$ cat config.mk
export PLATFORM = sky130hd
export DESIGN_NAME = mem_arb_rr
export DESIGN_NICKNAME = d
export VERILOG_FILES = /design/src/rtl/mem_arb_rr_pkg.sv /design/src/rtl/rr_pick.sv /design/src/rtl/mem_arb_rr.sv
export SDC_FILE = /design/constraint.sdc
export NUM_CORES = 1
export LEC_CHECK = 0
export CAP_MARGIN = 20
export CORE_AREA = 2 2 280 282
export CTS_BUF_LIST = sky130_fd_sc_hd__clkbuf_16
export DETAILED_ROUTE_END_ITERATION = 10
export DIE_AREA = 0 0 282 284
export GPL_TIMING_DRIVEN = 0
export PLACE_DENSITY = 0.45
export SLEW_MARGIN = 0
export SYNTH_ARGS = -nofsm -noshare
export SYNTH_HDL_FRONTEND = slang
export SYNTH_SLANG_ARGS = --single-unit
$ cat constraint.sdc
create_clock -name clock -period 11.13 [get_ports clock]
set_clock_uncertainty 0.2 [all_clocks]
set_input_delay 2.226 -clock clock [delete_from_list [all_inputs] [get_ports clock]]
set_output_delay 2.226 -clock clock [all_outputs]
set_load 0.01 [all_outputs]
$ cat src/rtl/mem_arb_rr_pkg.sv
// Shared types for the round-robin memory arbiter.
// FSM state encoding and an index-width helper.
package mem_arb_rr_pkg;

  typedef enum logic [1:0] {
    S_IDLE   = 2'd0,
    S_ACCESS = 2'd1,
    S_RESP   = 2'd2
  } state_t;

  // Width of an index/counter covering 0..n-1, never below one bit.
  function automatic int idx_w(input int n);
    return (n > 1) ? $clog2(n) : 1;
  endfunction

endpackage

$ cat src/rtl/rr_pick.sv
// Combinational round-robin picker.
// Ports: cand (candidate mask), last (previous winner), win (one-hot).
module rr_pick
  import mem_arb_rr_pkg::*;
#(
  parameter  int N  = 2,
  localparam int IW = idx_w(N)
) (
  input  logic [N-1:0]  cand,
  input  logic [IW-1:0] last,
  output logic [N-1:0]  win
);

  // Scan last+1, last+2, ... (mod N); first candidate wins.
  always_comb begin
    logic found;
    win   = '0;
    found = 1'b0;
    for (int k = 1; k <= N; k++) begin
      for (int i = 0; i < N; i++) begin
        if (!found && cand[i] &&
            ((int'(last) + k) % N == i)) begin
          win[i] = 1'b1;
          found  = 1'b1;
        end
      end
    end
  end

endmodule

$ cat src/rtl/mem_arb_rr.sv
// N-channel round-robin arbiter onto a fixed-latency memory port.
// Ports: clock/rst, per-channel req/req_we/req_addr/req_wdata,
// grant/done/stall per channel, rdata, and the mem_* port.
module mem_arb_rr
  import mem_arb_rr_pkg::*;
#(
  parameter int NUM_CH      = 2,
  parameter int ADDR_W      = 20,
  parameter int LINE_W      = 128,
  parameter int MEM_LATENCY = 5,
  parameter bit WRITE_FIRST = 1'b1
) (
  input  logic                     clock,
  input  logic                     rst,
  input  logic [NUM_CH-1:0]        req,
  input  logic [NUM_CH-1:0]        req_we,
  input  logic [NUM_CH*ADDR_W-1:0] req_addr,
  input  logic [NUM_CH*LINE_W-1:0] req_wdata,
  output logic [NUM_CH-1:0]        grant,
  output logic [NUM_CH-1:0]        done,
  output logic [LINE_W-1:0]        rdata,
  output logic [NUM_CH-1:0]        stall,
  output logic                     mem_req,
  output logic                     mem_we,
  output logic [ADDR_W-1:0]        mem_addr,
  output logic [LINE_W-1:0]        mem_wdata,
  input  logic [LINE_W-1:0]        mem_rdata
);

  localparam int IW = idx_w(NUM_CH);
  localparam int CW = idx_w(MEM_LATENCY);

  localparam logic [CW-1:0] CNT_LOAD =
    CW'(MEM_LATENCY - 1);
  localparam logic [IW-1:0] LAST_RST =
    IW'(NUM_CH - 1);

  state_t state;
  state_t state_nx;

  logic [CW-1:0]     cnt;
  logic [IW-1:0]     last;
  logic [IW-1:0]     ch;
  logic [NUM_CH-1:0] cand;
  logic [NUM_CH-1:0] win;
  logic [IW-1:0]     win_idx;
  logic              win_we;
  logic [ADDR_W-1:0] win_addr;
  logic [LINE_W-1:0] win_wdata;

  // Pending writes shadow pending reads when enabled.
  always_comb begin
    cand = req;
    if (WRITE_FIRST && |(req & req_we))
      cand = req & req_we;
  end

  rr_pick #(
    .N (NUM_CH)
  ) u_pick (
    .cand (cand),
    .last (last),
    .win  (win)
  );

  always_comb begin
    win_idx   = '0;
    win_we    = 1'b0;
    win_addr  = '0;
    win_wdata = '0;
    for (int i = 0; i < NUM_CH; i++) begin
      if (win[i]) begin
        win_idx   = IW'(i);
        win_we    = req_we[i];
        win_addr  = req_addr[i*ADDR_W +: ADDR_W];
        win_wdata = req_wdata[i*LINE_W +: LINE_W];
      end
    end
  end

  always_comb begin
    state_nx = state;
    unique case (state)
      S_IDLE:
        if (|req) state_nx = S_ACCESS;
      S_ACCESS:
        if (cnt == '0) state_nx = S_RESP;
      S_RESP:
        state_nx = S_IDLE;
      default:
        state_nx = S_IDLE;
    endcase
  end

  always_ff @(posedge clock or posedge rst) begin
    if (rst) state <= S_IDLE;
    else     state <= state_nx;
  end

  // mem_we doubles as the latched direction of the
  // transaction until the last access cycle.
  always_ff @(posedge clock or posedge rst) begin
    if (rst) begin
      grant     <= '0;
      done      <= '0;
      rdata     <= '0;
      mem_req   <= 1'b0;
      mem_we    <= 1'b0;
      mem_addr  <= '0;
      mem_wdata <= '0;
      cnt       <= '0;
      last      <= LAST_RST;
      ch        <= '0;
    end else begin
      done <= '0;
      unique case (state)
        S_IDLE: begin
          if (|req) begin
            ch        <= win_idx;
            grant     <= win;
            mem_req   <= 1'b1;
            mem_we    <= win_we;
            mem_addr  <= win_addr;
            mem_wdata <= win_wdata;
            cnt       <= CNT_LOAD;
          end
        end
        S_ACCESS: begin
          if (cnt == '0) begin
            if (!mem_we) rdata <= mem_rdata;
            done    <= grant;
            grant   <= '0;
            mem_req <= 1'b0;
            mem_we  <= 1'b0;
          end else begin
            cnt <= cnt - CW'(1);
          end
        end
        S_RESP: begin
          last <= ch;
        end
        default: ;
      endcase
    end
  end

  assign stall = req & ~done;

endmodule

==> results.md <==
- Hold wc startpoint: ch
- Total of max-cap violations: 0
- R2r worst-path depth: 8
- Sink Count: slightly below 300
- Max clock buf depth: 3
- IO Count: 714
- Share of cells above drive strength 1: 0.134
- GP Congestion: 0.780
- Hpwl dp: 43,100 microns
- Setup-failing EPs final: 0
- Hold_buf cts: 0
- Pwr Density: approximately 270 nW/um^2
- Grt total ovfl: 0
- Peak VDD IR: 0.145 mV
- Number of remaining DRC errors: 0
- Period Utilization, post-route: 0.553
- Final core occ: 0.281
- Post-synthesis cell type count: 36
- Initial antenna violation count: 10
- Commonest non-fill, non-tap cell in the layout: clkdlybuf4s50_1
- Setup Crit Path Kind: primary input to output pin
- Most frequent cells in the layout: clkdlybuf4s50_1 (713), dfrtp_1 (288), mux2_2 (128)
- Post-CTS Setup Repair Bufs: 0
- Detailed Route WL: 55,200 microns
- Hold-critical path depth: 1
- Final Net Count: 2,096
- CTS tree: yes
- Max H-tree Level: 2
- Reg2Reg Capture Point: rdata[91]
- Syn avg cell area: ~13 sq um
- TNS Setup: 0 ns
- Worst hold margin: approximately 0.28 ns
- Placement Setup Slack: 4.97 ns
- Die Y: 284 microns
- Core ar.: 77,000 sq um
- Number of synthesized register bits: 289
- Maximum clock rate: approximately 0.16 GHz
- Pins Over Slew Limit: 0
- Final worst setup slack: about 5.0 ns
- RSZ-0062 raised after global routing: no
- Starting DRT DRC Count: 367
- Hold crit path type: flop to flop
- Insertion delay to the later sink of the worst-skew pair: 0.54 ns
- Reg clk slew, reported paths: approximately 0.05 ns
- Placed Cells: 2,663
- Cell count after synthesis: approximately 900
- Syn_nets: 1,340
- Via density per instance: 3.92
- Inserted Clock Buffers: 39
- Area grow syn2layout: 81.2%
- First-pass GRT wire length: roughly 79,000 microns
- Critical Path AT: 3.73 ns
- DR vias: 10,700
- Pleak: 9.39 nW
- Number of flops mapped to enable cells by yosys: 0
- Actual slew at the worst max-slew pin: 1.07 ns
- YS warnings: 0
- Wire per inst: 20.2 microns
- Critical path startpoint category: primary input
- Largest net degree at the start of global routing: between 100 and 150
- Worst reg2reg path startpoint: cnt[0]
- Final Critical Period: 6.15 ns
- Hold Fails Final Rpt: 0
- Die ar.: 80,100 sq um
- Total power: roughly 5.9 mW
- Vias in the first global route: 11,600
- Area after DPL: 20,400 sq um
- Prevailing post-synth register cell: dfrtp_1
- Slew headroom: 0.280
- Post-route design area: 21,600 sq um
- Filler cell count: 8,026
- Clock Tree Root: clkbuf_16
- Post-DRT Antenna Nets: 0
- CP required: ~8.7 ns
- Crit path capture type: output pin
- CTS-repair resized insts: 0
- Crit-path max FO: 5
- Mapped Area: 11,900 sq um
- Async S/R FF share, synth: 1.00
- DR pass1 iterations: 4
- Global Route Usage Sum: 0.133
- Initial core utilization: 0.155
- Post-Layout Cell Count: roughly 2,700
- Register-to-register setup slack: 7.94 ns
- Hold Path End: ch
- Site row count: 102
- Seq/Total Area, Yosys: 0.606
- Status: finished, final reports clean
- Number of port buffers: roughly 700
- Die X: 282 microns
-- cells in the mapped netlist (2+ instances only) --
cell / instances / share of area
buf_2: 15 / 0.0063
nand2b_1: 2 / 0.0010
inv_1: 7 / 0.0022
buf_1: 4 / 0.0013
nor2_1: 4 / 0.0013
or2_4: 2 / 0.0015
buf_4: 13 / 0.0082
clkbuf_1: 30 / 0.0094
a21oi_1: 3 / 0.0013
nand2_1: 72 / 0.023
mux2_2: 128 / 0.12
a21o_1: 82 / 0.052
a22o_1: 83 / 0.061
nor2b_1: 3 / 0.0016
o21ai_0: 73 / 0.031
dfrtp_1: 288 / 0.60
ha_1: 2 / 0.0021
buf_12: 9 / 0.015
or3_1: 2 / 0.0010
and3_1: 2 / 0.0010
a22oi_1: 68 / 0.043
nand3b_1: 2 / 0.0013
-- cells by family after synthesis --
group / after synthesis / synth area share
muxes: 128 / 0.121
and+or+nand+nor: 94 / 0.0340
DFF: 289 / 0.606
AOI/OAI and AO/OA: 315 / 0.193
adders and majority gates: 2 / 0.00210
buffers and inverters: 80 / 0.0437
-- how the worst max path moves through the flow --
stage | slack, ns | end | cells after the start | start
floorplan | 0.73 | ch | 1 | rst
global placement | -3.98 | grant[0] | 2 | rst
detailed placement | 4.97 | stall[0] | 4 | req[0]
CTS | 4.96 | stall[0] | 4 | req[0]
global route | 4.94 | stall[0] | 4 | req[0]
finish | 4.98 | stall[0] | 4 | req[0]
-- where the power goes --
group	total [mW]	switching (mW)	internal, mW	leakage [nW]
Combinational	2.85	1.19	1.66	5.29
Sequential	1.90	0.315	1.59	3.50
Clock	1.17	0.497	0.672	0.605
Total	5.92	2.00	3.92	9.39
-- worst max-delay path, stage by stage --
cell,delay [ns]
clkdlybuf4s50_1,0.57
inv_2,0.10
nor2_1,0.23
clkdlybuf4s50_1,0.60
-- registers in the layout, indices dropped and copies added (netlist names) --
name and count:
mem_addr 20, cnt 3, grant 2, mem_wdata 128
rdata 128, state 2, done 2, last 1
mem_we 1, ch 1, mem_req 1
-- area by class of cell --
type,instances,area [sq um],share of cell area
diodes,5,12.5,0.000579
plain buffers,72,492,0.0228
clock buffers,40,1000,0.0463
clock inverters,29,166,0.00770
inverters,8,37.5,0.00174
multi-input cells,539,4170,0.193
flip-flops and latches,289,7230,0.335
well taps,1040,1300,0.0602
repair buffers,715,7190,0.333
-- routing by layer --
metal | track usage | vias up | routed length (microns) | share of wire
li1 | - | 4858 | - | -
met1 | 0.151 | 5322 | 21400 | 0.39
met2 | 0.233 | 458 | 27800 | 0.50
met3 | 0.0436 | 75 | 4690 | 0.085
met4 | 0.0422 | 4 | 1360 | 0.025
met5 | 0 | - | 27 | 0.00049
(Power assumes the default switching activity.)
